### src/rtl/anim_pkg.sv
// Shared types and sprite ROM base addresses for the animation frame sequencer.
// Each state's frames sit in a contiguous block of the sprite ROM that starts at its base.
package anim_pkg;

   typedef enum logic [1:0] {
      IDLE = 2'd0,
      WALK = 2'd1,
      JUMP = 2'd2,
      LAND = 2'd3
   } anim_state_t;

   localparam int IDLE_BASE = 0;
   localparam int WALK_BASE = 2048;
   localparam int JUMP_BASE = 8192;
   localparam int LAND_BASE = 12288;

   function automatic int stateBase(input anim_state_t s);
      case (s)
         WALK:    return WALK_BASE;
         JUMP:    return JUMP_BASE;
         LAND:    return LAND_BASE;
         default: return IDLE_BASE;
      endcase
   endfunction

endpackage

### src/rtl/anim_prescaler.sv
// Divides the upstream tick_i pulses by TICKS_PER_FRAME and emits a one-cycle adv_o pulse.
// A synchronous clear returns the count to 0 so that a new state always starts a fresh frame period.
module anim_prescaler #(
   parameter int TICKS_PER_FRAME = 4
) (
   input  logic Clk,
   input  logic Reset,
   input  logic clear_i,
   input  logic tick_i,
   output logic adv_o
);
   import anim_pkg::*;

   localparam int CW = (TICKS_PER_FRAME > 1) ? $clog2(TICKS_PER_FRAME) : 1;
   localparam logic [CW-1:0] LastCount = CW'(TICKS_PER_FRAME - 1);

   logic [CW-1:0] count_q, count_d;

   assign adv_o = tick_i && (count_q == LastCount);

   // Clear outranks ticking, so a tick on the cycle of a state change is discarded.
   always_comb begin
      count_d = count_q;
      if (clear_i) begin
         count_d = '0;
      end else if (tick_i) begin
         count_d = adv_o ? '0 : count_q + 1'b1;
      end
   end

   always_ff @(posedge Clk or posedge Reset) begin
      if (Reset) begin
         count_q <= '0;
      end else begin
         count_q <= count_d;
      end
   end

endmodule

### src/rtl/anim_frame_sequencer.sv
// Player sprite animation sequencer: IDLE/WALK loops and a non-interruptible JUMP->LAND one-shot.
// Optional build macro ANIM_PINGPONG_EN makes the WALK loop play forwards then backwards.
module anim_frame_sequencer #(
   parameter int TICKS_PER_FRAME = 4,
   parameter int IDLE_FRAMES     = 2,
   parameter int WALK_FRAMES     = 6,
   parameter int JUMP_FRAMES     = 4,
   parameter int LAND_HOLD       = 2,
   parameter int FRAME_WORDS     = 1024,
   parameter int ADDR_W          = 16
) (
   input  logic              Clk,
   input  logic              Reset,
   input  logic              tick_in,
   input  logic              move_left,
   input  logic              move_right,
   input  logic              jump_req,
   output logic [1:0]        anim_state,
   output logic [2:0]        frame_idx,
   output logic              facing_left,
   output logic [ADDR_W-1:0] sprite_addr,
   output logic              jump_busy,
   output logic              jump_done
);
   import anim_pkg::*;

   localparam int LW = (LAND_HOLD > 1) ? $clog2(LAND_HOLD) : 1;
   localparam logic [2:0]    IdleLast = 3'(IDLE_FRAMES - 1);
   localparam logic [2:0]    WalkLast = 3'(WALK_FRAMES - 1);
   localparam logic [2:0]    JumpLast = 3'(JUMP_FRAMES - 1);
   localparam logic [LW-1:0] LandLast = LW'(LAND_HOLD - 1);

   anim_state_t   state_q, state_d;
   logic [2:0]    frameIdx_q, frameIdx_d;
   logic [LW-1:0] landCnt_q, landCnt_d;
   logic          facing_q, facing_d;
   logic          jumpDone_q, jumpDone_d;
   logic          walk;
   logic          adv;
   logic          stateChange;

`ifdef ANIM_PINGPONG_EN
   logic dirDown_q, dirDown_d;
`endif

   assign walk = move_left ^ move_right;

   anim_prescaler #(
      .TICKS_PER_FRAME(TICKS_PER_FRAME)
   ) uPrescaler (
      .Clk    (Clk),
      .Reset  (Reset),
      .clear_i(stateChange),
      .tick_i (tick_in),
      .adv_o  (adv)
   );

   // Next state first; any change then restarts the frame counter, LAND hold count and prescaler.
   always_comb begin
      state_d     = state_q;
      frameIdx_d  = frameIdx_q;
      landCnt_d   = landCnt_q;
      facing_d    = facing_q;
      jumpDone_d  = 1'b0;
`ifdef ANIM_PINGPONG_EN
      dirDown_d   = dirDown_q;
`endif

      case (state_q)
         IDLE: begin
            if (jump_req)  state_d = JUMP;
            else if (walk) state_d = WALK;
         end
         WALK: begin
            if (jump_req)   state_d = JUMP;
            else if (!walk) state_d = IDLE;
         end
         JUMP: begin
            if (adv && frameIdx_q == JumpLast) state_d = LAND;
         end
         LAND: begin
            if (adv && landCnt_q == LandLast) begin
               state_d    = walk ? WALK : IDLE;
               jumpDone_d = 1'b1;
            end
         end
         default: state_d = IDLE;
      endcase

      stateChange = (state_d != state_q);

      if (stateChange) begin
         frameIdx_d = '0;
         landCnt_d  = '0;
`ifdef ANIM_PINGPONG_EN
         dirDown_d  = 1'b0;
`endif
      end else if (adv) begin
         case (state_q)
            IDLE: frameIdx_d = (frameIdx_q == IdleLast) ? 3'd0 : frameIdx_q + 3'd1;
            WALK: begin
`ifdef ANIM_PINGPONG_EN
               if (!dirDown_q) begin
                  if (frameIdx_q == WalkLast) begin
                     frameIdx_d = WalkLast - 3'd1;
                     dirDown_d  = 1'b1;
                  end else begin
                     frameIdx_d = frameIdx_q + 3'd1;
                  end
               end else begin
                  if (frameIdx_q == 3'd0) begin
                     frameIdx_d = 3'd1;
                     dirDown_d  = 1'b0;
                  end else begin
                     frameIdx_d = frameIdx_q - 3'd1;
                  end
               end
`else
               frameIdx_d = (frameIdx_q == WalkLast) ? 3'd0 : frameIdx_q + 3'd1;
`endif
            end
            JUMP:    frameIdx_d = frameIdx_q + 3'd1;
            LAND:    landCnt_d  = landCnt_q + 1'b1;
            default: frameIdx_d = frameIdx_q;
         endcase
      end

      // Facing follows the held direction only while the player is on the ground and steering.
      if ((state_q == IDLE || state_q == WALK) && walk) begin
         facing_d = move_left;
      end
   end

   always_ff @(posedge Clk or posedge Reset) begin
      if (Reset) begin
         state_q    <= IDLE;
         frameIdx_q <= '0;
         landCnt_q  <= '0;
         facing_q   <= 1'b0;
         jumpDone_q <= 1'b0;
      end else begin
         state_q    <= state_d;
         frameIdx_q <= frameIdx_d;
         landCnt_q  <= landCnt_d;
         facing_q   <= facing_d;
         jumpDone_q <= jumpDone_d;
      end
   end

`ifdef ANIM_PINGPONG_EN
   always_ff @(posedge Clk or posedge Reset) begin
      if (Reset) begin
         dirDown_q <= 1'b0;
      end else begin
         dirDown_q <= dirDown_d;
      end
   end
`endif

   assign anim_state  = state_q;
   assign frame_idx   = frameIdx_q;
   assign facing_left = facing_q;
   assign jump_busy   = (state_q == JUMP) || (state_q == LAND);
   assign jump_done   = jumpDone_q;
   assign sprite_addr = ADDR_W'(stateBase(state_q) + int'(frameIdx_q) * FRAME_WORDS);

endmodule

### config.mk
export PLATFORM = sky130hd
export DESIGN_NAME = anim_frame_sequencer
export DESIGN_NICKNAME = d
export VERILOG_FILES = /design/src/rtl/anim_pkg.sv /design/src/rtl/anim_prescaler.sv /design/src/rtl/anim_frame_sequencer.sv
export SDC_FILE = /design/constraint.sdc
export NUM_CORES = 1
export LEC_CHECK = 0
export CORE_ASPECT_RATIO = 1.25
export CORE_MARGIN = 4
export CORE_UTILIZATION = 45
export CTS_CLUSTER_SIZE = 10
export DETAILED_ROUTE_END_ITERATION = 12
export MAX_ROUTING_LAYER = met4
export PLACE_DENSITY_LB_ADDON = 0.08
export SYNTH_ARGS = -nofsm -noshare
export SYNTH_HDL_FRONTEND = slang
export SYNTH_SLANG_ARGS = --single-unit
### constraint.sdc
create_clock -name Clk -period 4 [get_ports Clk]
set_input_delay 0.6 -clock Clk [delete_from_list [all_inputs] [get_ports Clk]]
set_output_delay 0.6 -clock Clk [all_outputs]
set_load 0.02 [all_outputs]
== Word level (Yosys, flattened, before mapping) ==
Index checks and enable logic that the tools add are counted.

* Flip-flop bits (word level): 10
* Bits of input ports: 6
* Output and inout bits: 24
* Word-level logic and storage cells: 54

* Add/sub/neg operators: 4
* Equality and inequality tests: 8
* Multiplexer cells: 22
* Bitwise operators: 1
* Reduce and logical (&&, ||, !) cells: 13

{| class="wikitable"
|+ Operators with widths
! kind !! count
|-
| case mux 14 bit (3 select lines) || 1
|-
| 2-to-1 mux 2 bit || 9
|-
| adder 16 x 14 -> 16 bit || 1
|-
| 2-to-1 mux 3 bit || 4
|-
| case mux 3 bit (3 select lines) || 1
|-
| case mux 2 bit (4 select lines) || 1
|-
| equality test 2 bit, second input constant || 3
|-
| 2-to-1 mux 1 bit || 6
|-
| nonzero test 2 bit || 3
|-
| logical AND 1 bit || 4
|-
| AND reduction 2 bit || 2
|-
| nonzero test 4 bit || 1
|-
| adder 3 x 1 -> 3 bit, second input constant || 1
|-
| equality test 3 x 1 -> 1 bit, second input constant || 1
|-
| equality test 3 x 2 -> 1 bit, second input constant || 1
|-
| equality test 3 bit, second input constant || 1
|-
| adder 2 x 1 -> 2 bit, second input constant || 1
|-
| equality test 2 x 1 -> 1 bit, second input constant || 1
|-
| logical NOT 2 bit || 1
|-
| logical OR 1 bit || 2
|-
| != test 2 bit || 1
|-
| adder 1 bit, second input constant || 1
|-
| XOR 1 bit || 1
|}

== Logic depth before layout (Yosys ltp) ==
Gate-level depths: netlist of run 1.

* Depth after elaboration: 8
* Depth in mapped cells: 7

== Hierarchy ==
From an unflattened synthesis of run 1, not the netlist that was laid out.

* Cell total of the unflattened synthesis: 113
* Area total of the unflattened synthesis: 958.4 sq um

{| class="wikitable"
|+ Modules (own cells, without submodules)
! module !! instances !! cells each !! area each (sq um)
|-
| anim_frame_sequencer || 1 || 103 || 848.3
|-
| anim_prescaler || 1 || 10 || 110.1
|}

== Least setup slack after synthesis of run 1 ==
Ideal clock, no wire load.

* Path kind: register to output
* Start point: register state_q[1], in the netlist anim_state[1]
* End point: output sprite_addr[13]
* Arrival: 1.818 ns
* Slack: 1.582 ns
* Stages on the path, launching flop included: 6
* Path buffers: 0
* Cells stage by stage: dfrtp_1 -> inv_1 -> ha_1 -> ha_1 -> fa_1 -> xor2_1

* Cells in the longest elaborated chain, start to end: 3

{| class="wikitable"
|+ RTL lines
! item !! line !! text
|-
| from (decl) || anim_frame_sequencer.sv:33 || <nowiki>anim_state_t state_q, state_d;</nowiki>
|-
| from (signal assigned) || anim_frame_sequencer.sv:142 || <nowiki>state_q <= state_d;</nowiki>
|-
| equality test 2 bit or equality test 2 x 1 -> 1 bit (tied branches) || anim_pkg.sv:18 || <nowiki>case (s)</nowiki>
|-
| case mux 14 bit (3 select lines) (*) || anim_pkg.sv:18 ||
|-
| adder 16 x 14 -> 16 bit (*) || anim_frame_sequencer.sv:165 || <nowiki>assign sprite_addr = ADDR_W'(stateBase(state_q) + int'(frameIdx_q) * FRAME_WORDS);</nowiki>
|-
| to (decl) || anim_frame_sequencer.sv:21 || <nowiki>output logic [ADDR_W-1:0] sprite_addr,</nowiki>
|}

Mark *: on every way between the ends. The rest lies on a longest branch, timed or not.

== Worst setup path in the final report of run 1 ==
* Start point: register state_q[0], in the netlist anim_state[0]
* End point: output sprite_addr[13]

Same word-level chain as after synthesis.

==> results.cfg, run 1 <==
[synthesis]
seq_area_frac_synth_pct = 27.6
yosys-top-cells-count = buf_4 (13), nor2_1 (12), ha_1 (11), dfrtp_1 (10), inv_1 (8)
synth_top_cell_area_share_pct = 27.6
async_flop_share_pct = 100
synth_enable_flop_cells = 0
syn-cell-area_sq_um = 907
synthSimpleGateAreaFrac_pct = 14.1
synthFlopType = dfrtp_1
synth_compound_area_share_pct = 19.9
synth_seq_cells = 10
synth_cell_types = 30
synthCells = 101
ys_warn_count = 0
synth_mux_area_share_pct = 2.21
synth_top_cell_by_area = dfrtp_1
synth_xor_xnor_area_share_pct = 3.86
synth_top_family_by_area = compound AO/OA/AOI/OAI gates
synth_area_leaders = dfrtp_1 (28%), ha_1 (15%), buf_4 (11%)
synthAdderAreaFrac_pct = 17.4
avgSynthCellArea_sq_um = 8.98
yosysMostFrequentCell = buf_4

[grt]
track_usage_pct = 13.0
grt_overflow = 0
grt_pass1_vias = 622
grt_max_degree = 14
antenna_found_initial = 0
grt_pass1_wl_um = 2570

[timing]
clock_skew_ps = 0.711
period_minus_slack_ps = 3090
hold_viol_final = 0
fin_crit_sh_pct = 77.2
rsz0062_at_grt = no
fmax_mhz = 324
drv_slew = 0
final.setup.tns_ps = 0
setup_viol = 0

[drt]
wl_um = 1690
first_pass_iters = 4
drt-wirelength-per-cell_um = 12.4
drc_errors = 0
avgViaCountPerCell = 5.38
num_vias = 737
dr.first_iter.drc_count = 18
detail-route-antenna-nets = 0

[finish]
finalNetCount = 138
fillerInstances = 185
antenna_cells = 0
fin_cells = 137
area_growth_pct = 17.8
ff_latch_area_sq_um = 250
multi_input_comb_area_sq_um = 562
layout-drive-gt1-share_pct = 7.63

[critical_path]
critPathCapture = sprite_addr[13]
ff2ff_path_depth = 7
r2r_slack_ps = 1730
slowest_delay_ps = 610
cp_cell_sequence = ha_1 > ha_1 > fa_1 > xor2_1 > clkdlybuf4s50_1
rr_startpoint = anim_state[0]
path_depth = 5
worstSetupStartpointType = flop
slowest_stage = clkdlybuf4s50_1
crit_family = adder cells
end_kind = primary output
reg2reg_to = uPrescaler.count_q[0]
worstPathArrival_ps = 2490
crit_type = reg2out
crit_fanout = 10
required_ps = 3400
crit_start = anim_state[0]
worst-path-buf-inv = 1
cp_common_cell = ha_1

[worst_hold_path]
hold_class = reg2reg

[power_and_ir_drop]
power_density_nw_per_um2 = 556
p_leak_nw = 0.492
ir_drop_mv = 0.246

[floorplan]
dieArea_sq_um = 2800
dieHeight_um = 58.2
initial_core_util_pct = 49.6
io_pins = 30
core-area_sq_um = 1830
die_w_um = 48.2
num_rows = 17

[clocking]
cts_made_buffers = 3
cts_tree = yes
postCtsResizedCells = 0
cts_setup_buffers = 0
clock-sinks = 10
hold_buffers = 0
clkSlewWorstSetupHoldPaths_ps = 60
cts_buffer_depth = 2
root_buffer = clkbuf_4
htree_levels = 1
insertion_delay_ps = 260

[placed_design]
dp.cells = 134
hpwl_um = 1380
port-buffer-count = 18
place_congestion = 0.838

[outcome]
outcome = finished, final reports clean

[flow_run]
cap_violations = 0
worst reg2reg max path: stages (launching register included):
cell       delay (ps)
dfrtp_1           510
inv_1             190
ha_1              440
a21oi_1            80
a2bb2oi_1         170
o221a_2           300
a211oi_4          350
nor3_1            110
placed cells by master (no fill, tap or decap):
| master | instances |
|---|---|
| a211oi_1 | 1 |
| xor2_1 | 3 |
| a31oi_1 | 1 |
| nor2_1 | 12 |
| clkdlybuf4s50_1 | 18 |
| nand2_1 | 4 |
| fa_1 | 1 |
| a2bb2oi_1 | 1 |
| o211ai_1 | 1 |
| a21oi_1 | 5 |
| o22ai_1 | 1 |
| inv_1 | 8 |
| and4_4 | 1 |
| o21ai_0 | 1 |
| o21ba_2 | 1 |
| nand3_1 | 3 |
| o221a_2 | 2 |
| a2bb2oi_2 | 1 |
| xnor2_1 | 1 |
| a21boi_0 | 2 |
| mux2i_1 | 2 |
| clkbuf_4 | 3 |
| ha_1 | 11 |
| conb_1 | 11 |
| and2_1 | 1 |
| nor3_1 | 7 |
| dfrtp_1 | 10 |
| a211oi_4 | 1 |
| o41ai_1 | 1 |
| a22oi_1 | 3 |
through the flow:
| step | cell area [sq um] | hold WS, ps | setup WS (ps) | util, % | power, W |
|---|---|---|---|---|---|
| after global routing | 1070 | 612 | 805 | 58.4 | 0.000636 |
| after CTS | 1070 | 571 | 889 | 58.4 | 0.000601 |
| after global placement | 1050 | 543 | 1210 | 57.2 | 0.000530 |
| after floorplan | 945 | 440 | 1580 | - | 0.000428 |
| final | 1070 | 563 | 910 | 58.4 | 0.000594 |
| after detailed placement | 1050 | 558 | 1170 | 57.2 | 0.000533 |
state kept, by name (all words and copies together) (netlist names):
signal	cells
frame_idx	3
anim_state	2
uPrescaler.count_q	2
facing_left	1
jump_done	1
landCnt_q	1
routing by layer:
layer	share of wire, %	up-vias	track usage (%)
met4	1.2	0	6.92
met5	0	-	-
met2	51	24	19.0
met1	43	345	17.3
li1	-	364	-
met3	5.0	4	0.932
layout make-up:
class | count | area share, %
Clock buffer | 3 | 2.11
Multi-Input combinational cell | 79 | 52.6
Inverter | 8 | 2.81
Sequential cell | 10 | 23.4
Tap cell | 19 | 2.22
Timing Repair Buffer | 18 | 16.9
how the worst min path moves through the flow:
| stage | start | depth (start not counted) | to | slack (ps) |
|---|---|---|---|---|
| after global placement | facing_left | 2 | facing_left | 540 |
| final | facing_left | 2 | facing_left | 560 |
| after CTS | facing_left | 2 | facing_left | 570 |
| after floorplan | Reset | 1 | anim_state[0] | 440 |
| after global routing | facing_left | 2 | facing_left | 610 |
| after detailed placement | facing_left | 2 | facing_left | 560 |
power by group:
group	internal, W	leakage, nW	total [W]	switching (W)
combinational	0.000163	0.344	0.000383	0.000220
sequential	0.000121	0.135	0.000146	0.0000249
clock	0.0000346	0.0138	0.0000652	0.0000307
total	0.000319	0.492	0.000594	0.000275
cell families after synthesis:
logic type | count (synthesis)
compound gates | 22
xor+xnor | 4
fa+ha+maj | 12
buf+inv | 22
flops | 10
mux | 2
other cells | 1
simple gates | 28
(Power assumes the default switching activity.)
==> run 2, diff against run 1 <==
CORE_UTILIZATION = 41   (was 45)
clock period = 2.8 ns   (was 4 ns; I/O delays follow)
==> run 2 against run 1 <==
Sequential share of layout area fell by 0.72 points. Power rose by 46%. Global-route usage rose by 0.18 points. Via count fell by 2.4%. Clock skew rose by 2.4 ps. Clock power rose by 44%. Non-clock buffer count rose by 2. Sequential cell count did not move. Critical endpoint is now sprite_addr[12]. First-iteration DRC count fell by 61%.
==> results.cfg, run 2 (synthesis results as in run 1) <==
[power_and_ir_drop]
p_sw_w = 0.000397
power_density_nw_per_um2 = 786
clkPwrFrac_pct = 10.9
p_seq_share_pct = 23.4
p_total_w = 0.000867
ir_drop_mv = 0.375
p_sw_share_pct = 45.9
p_int_w = 0.000469
p_leak_nw = 0.517
comb_power_share_pct = 65.8

[critical_path]
crit_family = adder cells
required_ps = 2380
worstPathArrival_ps = 2270
cp_common_cell = ha_1
end_kind = primary output
slowest_delay_ps = 600
crit_type = reg2out
worst-path-buf-inv = 2
slowest_stage = clkdlybuf4s50_1
worstSetupStartpointType = flop
cp_cell_sequence = inv_1 > ha_1 > ha_1 > fa_1 > clkdlybuf4s50_1
crit_fanout = 5

[clocking]
clkSlewWorstSetupHoldPaths_ps = 60
cts_tree = yes
htree_levels = 1
insertion_delay_ps = 260
cts_buffer_depth = 2
hold_buffers = 0
root_buffer = clkbuf_4
cts_made_buffers = 3
clock-sinks = 10

[grt]
grt_busiest_layer = met2
groute.layer.met1.usage_pct = 15.7
grt_max_degree = 14
grt_pass1_wl_um = 3010
grtUsageMet2_pct = 22.6
antenna_found_initial = 0
grt_pass1_vias = 686
track_usage_pct = 13.2
grt_overflow = 0
grt_util_met3_pct = 1.23

[timing]
rsz0062_at_grt = no
setup_viol = 0
fmax_mhz = 372
final.setup.tns_ps = 0
period_minus_slack_ps = 2690
drv_slew = 0
clock_skew_ps = 3.13
hold_viol_final = 0
fin_crit_sh_pct = 95.9

[finish]
area_growth_pct = 21.5
multi_input_comb_area_sq_um = 564
ff_latch_area_sq_um = 250
layout-drive-gt1-share_pct = 10.0
fillerInstances = 198
antenna_cells = 0
final_common_cell = clkdlybuf4s50_1
layout_common_cells = clkdlybuf4s50_1 (17), nor2_1 (12), conb_1 (11)
largest_reg_flops = 3
finalNetCount = 140

[worst_hold_path]
hold_class = in2async

[floorplan]
dieHeight_um = 60.6
io_pins = 30
num_rows = 18
dieArea_sq_um = 3030
die_w_um = 50.1
initial_core_util_pct = 44.3
core-area_sq_um = 2050

[drt]
wl_um = 1820
detail-route-antenna-nets = 0
first_pass_iters = 2
num_vias = 719
drc_errors = 0
drt-wirelength-per-cell_um = 12.1
dr.first_iter.drc_count = 7
avgViaCountPerCell = 4.79

[placed_design]
port-buffer-count = 18
hpwl_um = 1500
place_congestion = 0.814

[flow_run]
cap_violations = 0

[outcome]
outcome = finished, final reports clean
run 2: final timing paths:
| check | to | slack [ps] | start | cells past startpoint |
|---|---|---|---|---|
| max | sprite_addr[12] | 110 | anim_state[1] | 5 |
| min | anim_state[0] | 440 | Reset | 2 |
| max reg2reg | frame_idx[1] | 570 | anim_state[0] | 8 |
| min reg2reg | facing_left | 560 | facing_left | 2 |
| max in group asynchronous | frame_idx[1] | 2090 | Reset | 2 |
| min in group Clk | facing_left | 560 | facing_left | 2 |
run 2: final cells by class:
| type | instances | area share, % |
|---|---|---|
| Timing Repair Buffer | 20 | 17.9 |
| Sequential cell | 10 | 22.7 |
| Inverter | 8 | 2.72 |
| Clock buffer | 3 | 2.04 |
| Tap cell | 30 | 3.41 |
| Multi-Input combinational cell | 79 | 51.2 |
run 2: power groups by stage:
stage	registers (W)	clock network [W]	logic (W)
after floorplan	0.000230	0	0.000382
after global placement	0.000204	0	0.000569
after detailed placement	0.000206	0	0.000568
after CTS	0.000203	0.0000983	0.000569
after global routing	0.000209	0.000104	0.000629
final	0.000203	0.0000942	0.000570
run 2: timing repair:
action                     in CTS  in global routing
setup endpoints to repair       0                  1
buffers inserted                0                  0
gates resized for setup         0                  2
run 2: per-stage QoR:
step,setup WS [ps],utilization [%],std cells,area (sq um),hold WS [ps]
after floorplan,562,-,111,945,260
after global placement,349,52.4,147,1070,561
final,115,53.8,150,1100,438
after detailed placement,313,52.4,147,1070,569
after CTS,33.2,53.5,150,1100,443
after global routing,4.58,53.8,150,1100,459
run 2: layer usage:
layer	share of wire, %	wire (um)
met1	44	799
met2	53	956
met3	3.0	55
met4	0.44	8
met5	0	0
run 2: worst reg2reg max path, cell delays in order (launching register included):
cell and delay, ps:
dfrtp_1 450, buf_4 190, inv_1 120, ha_2 340, a21oi_1 70, a2bb2oi_1 160
o221a_2 290, a211oi_4 360, nor3_1 120
==> run 3, diff against run 2 <==
CELL_PAD_IN_SITES_DETAIL_PLACEMENT = 1   (was unset)
CELL_PAD_IN_SITES_GLOBAL_PLACEMENT = 1   (was unset)
CORE_UTILIZATION = 30   (was 41)
SKIP_CTS_REPAIR_TIMING = 1   (was unset)
==> run 3 against run 2 <==
Register-to-register slack worse by 160 ps. Count of clock-buffer cells in the layout is 1 higher. Utilization fell by 15 points. Sequential power is essentially flat. Routed wire length up 29%. Clock skew rose by 1.4 ps. Via count grew 6.1%. Final cell count up 4.7%.
==> results.cfg, run 3 (synthesis results as in run 1) <==
[timing]
rsz0062_at_grt = no
slew_headroom_pct = 66.6
fin_crit_sh_pct = 95.0
hold_viol_final = 0
hold_ws_ps = 452
setup_viol = 0
period_minus_slack_ps = 2660
fmax_mhz = 376
worst_slew_pin_slew_ps = 498
clock_skew_ps = 4.49
drv_slew = 0
setup_ws_ps = 139

[drt]
dr.first_iter.drc_count = 13
detail-route-antenna-nets = 0
drc_errors = 0
drt-wirelength-per-cell_um = 14.9
first_pass_iters = 4
wl_um = 2340
avgViaCountPerCell = 4.86
num_vias = 763

[clocking]
clkSlewWorstSetupHoldPaths_ps = 80
clock-sinks = 10
root_buffer = clkbuf_4
htree_levels = 1
cts_tree = yes
insertion_delay_ps = 270
cts_buffer_depth = 2
cts_made_buffers = 3

[placed_design]
hpwl_um = 1860
port-buffer-count = 18
place_congestion = 0.751
place_ws_ps = 260
dp.cells = 153

[critical_path]
end_kind = primary output
crit_type = reg2out
worstPathArrival_ps = 2240
required_ps = 2380
crit_fanout = 6
worstSetupStartpointType = flop

[grt]
grt_busiest_layer = met2
grt_pass1_vias = 846
groute.layer.met1.usage_pct = 15.4
grtUsageMet2_pct = 23.4
grt_util_met3_pct = 2.05
grt_pass1_wl_um = 4020
antenna_found_initial = 0
track_usage_pct = 13.2
grt_overflow = 0
grt_max_degree = 14

[outcome]
outcome = finished, final reports clean

[finish]
largest_reg_flops = 3
layout-drive-gt1-share_pct = 9.92
final_common_cell = clkdlybuf4s50_1
multi_input_comb_area_sq_um = 562
layout_common_cells = clkdlybuf4s50_1 (16), nor2_1 (12), ha_1 (11), conb_1 (11), dfrtp_1 (10)
antenna_cells = 0
fin_cells = 157
fillerInstances = 363
fin_util_pct = 38.5
finalNetCount = 140
area_growth_pct = 23.9
ff_latch_area_sq_um = 250

[floorplan]
core-area_sq_um = 2920
dieArea_sq_um = 3970
dieHeight_um = 69.5
initial_core_util_pct = 31.1
num_rows = 22
io_pins = 30
die_w_um = 57.2

[power_and_ir_drop]
ir_drop_mv = 0.280
power_density_nw_per_um2 = 826
p_leak_nw = 0.543
p_total_w = 0.000928

[flow_run]
cap_violations = 0

[worst_hold_path]
hold_class = in2async
==> run 3: cell count changes in the layout (fill, tap and decap cells not counted), sizes merged <==
cell and delta:
dlymetal6s2s +1, clkdlybuf4s50 -1, clkbuf +1
==> run 3: path summary, 6_finish.rpt <==
| check | from | slack [ps] | cells after the start | to |
|---|---|---|---|---|
| setup / recovery | anim_state[0] | 140 | 6 | sprite_addr[14] |
| hold / removal | Reset | 450 | 2 | frame_idx[2] |
| setup reg to reg | anim_state[0] | 410 | 8 | landCnt_q |
| hold reg to reg | facing_left | 550 | 2 | facing_left |
| max in group asynchronous | Reset | 2040 | 2 | uPrescaler.count_q[0] |
| min in group Clk | facing_left | 550 | 2 | facing_left |
==> run 3: through the flow <==
stage                     TNS [ps]  cell area [sq um]
after floorplan                  0                945
after global placement           0               1080
after detailed placement         0               1080
after CTS                    -47.8               1120
after global routing             0               1120
final                            0               1120
==> run 3: layout make-up <==
| cell class | count | share of cell area [%] |
|---|---|---|
| repair buffers | 20 | 17.8 |
| clock buffers | 4 | 3.23 |
| flip-flops and latches | 10 | 22.3 |
| inverters | 8 | 2.67 |
| well taps | 36 | 4.01 |
| multi-input cells | 79 | 50.0 |
==> run 3: per-layer routing <==
layer	wire length, um	part of all wire, %
met1	996	43
met3	75	3.2
met2	1260	54
met4	13	0.55
met5	0	0
==> run 3: where the power goes <==
group	switching (W)	total [W]	internal (W)
Sequential	0.0000299	0.000203	0.000173
Clock	0.0000567	0.000136	0.0000789
Combinational	0.000347	0.000589	0.000242
==> run 3: worst max-delay path, stage by stage (launching register included) <==
cell and delay, ps:
dfrtp_1 460, buf_4 190, ha_1 230, ha_1 280, a21oi_1 50, nor3_1 130, clkdlybuf4s50_1 630
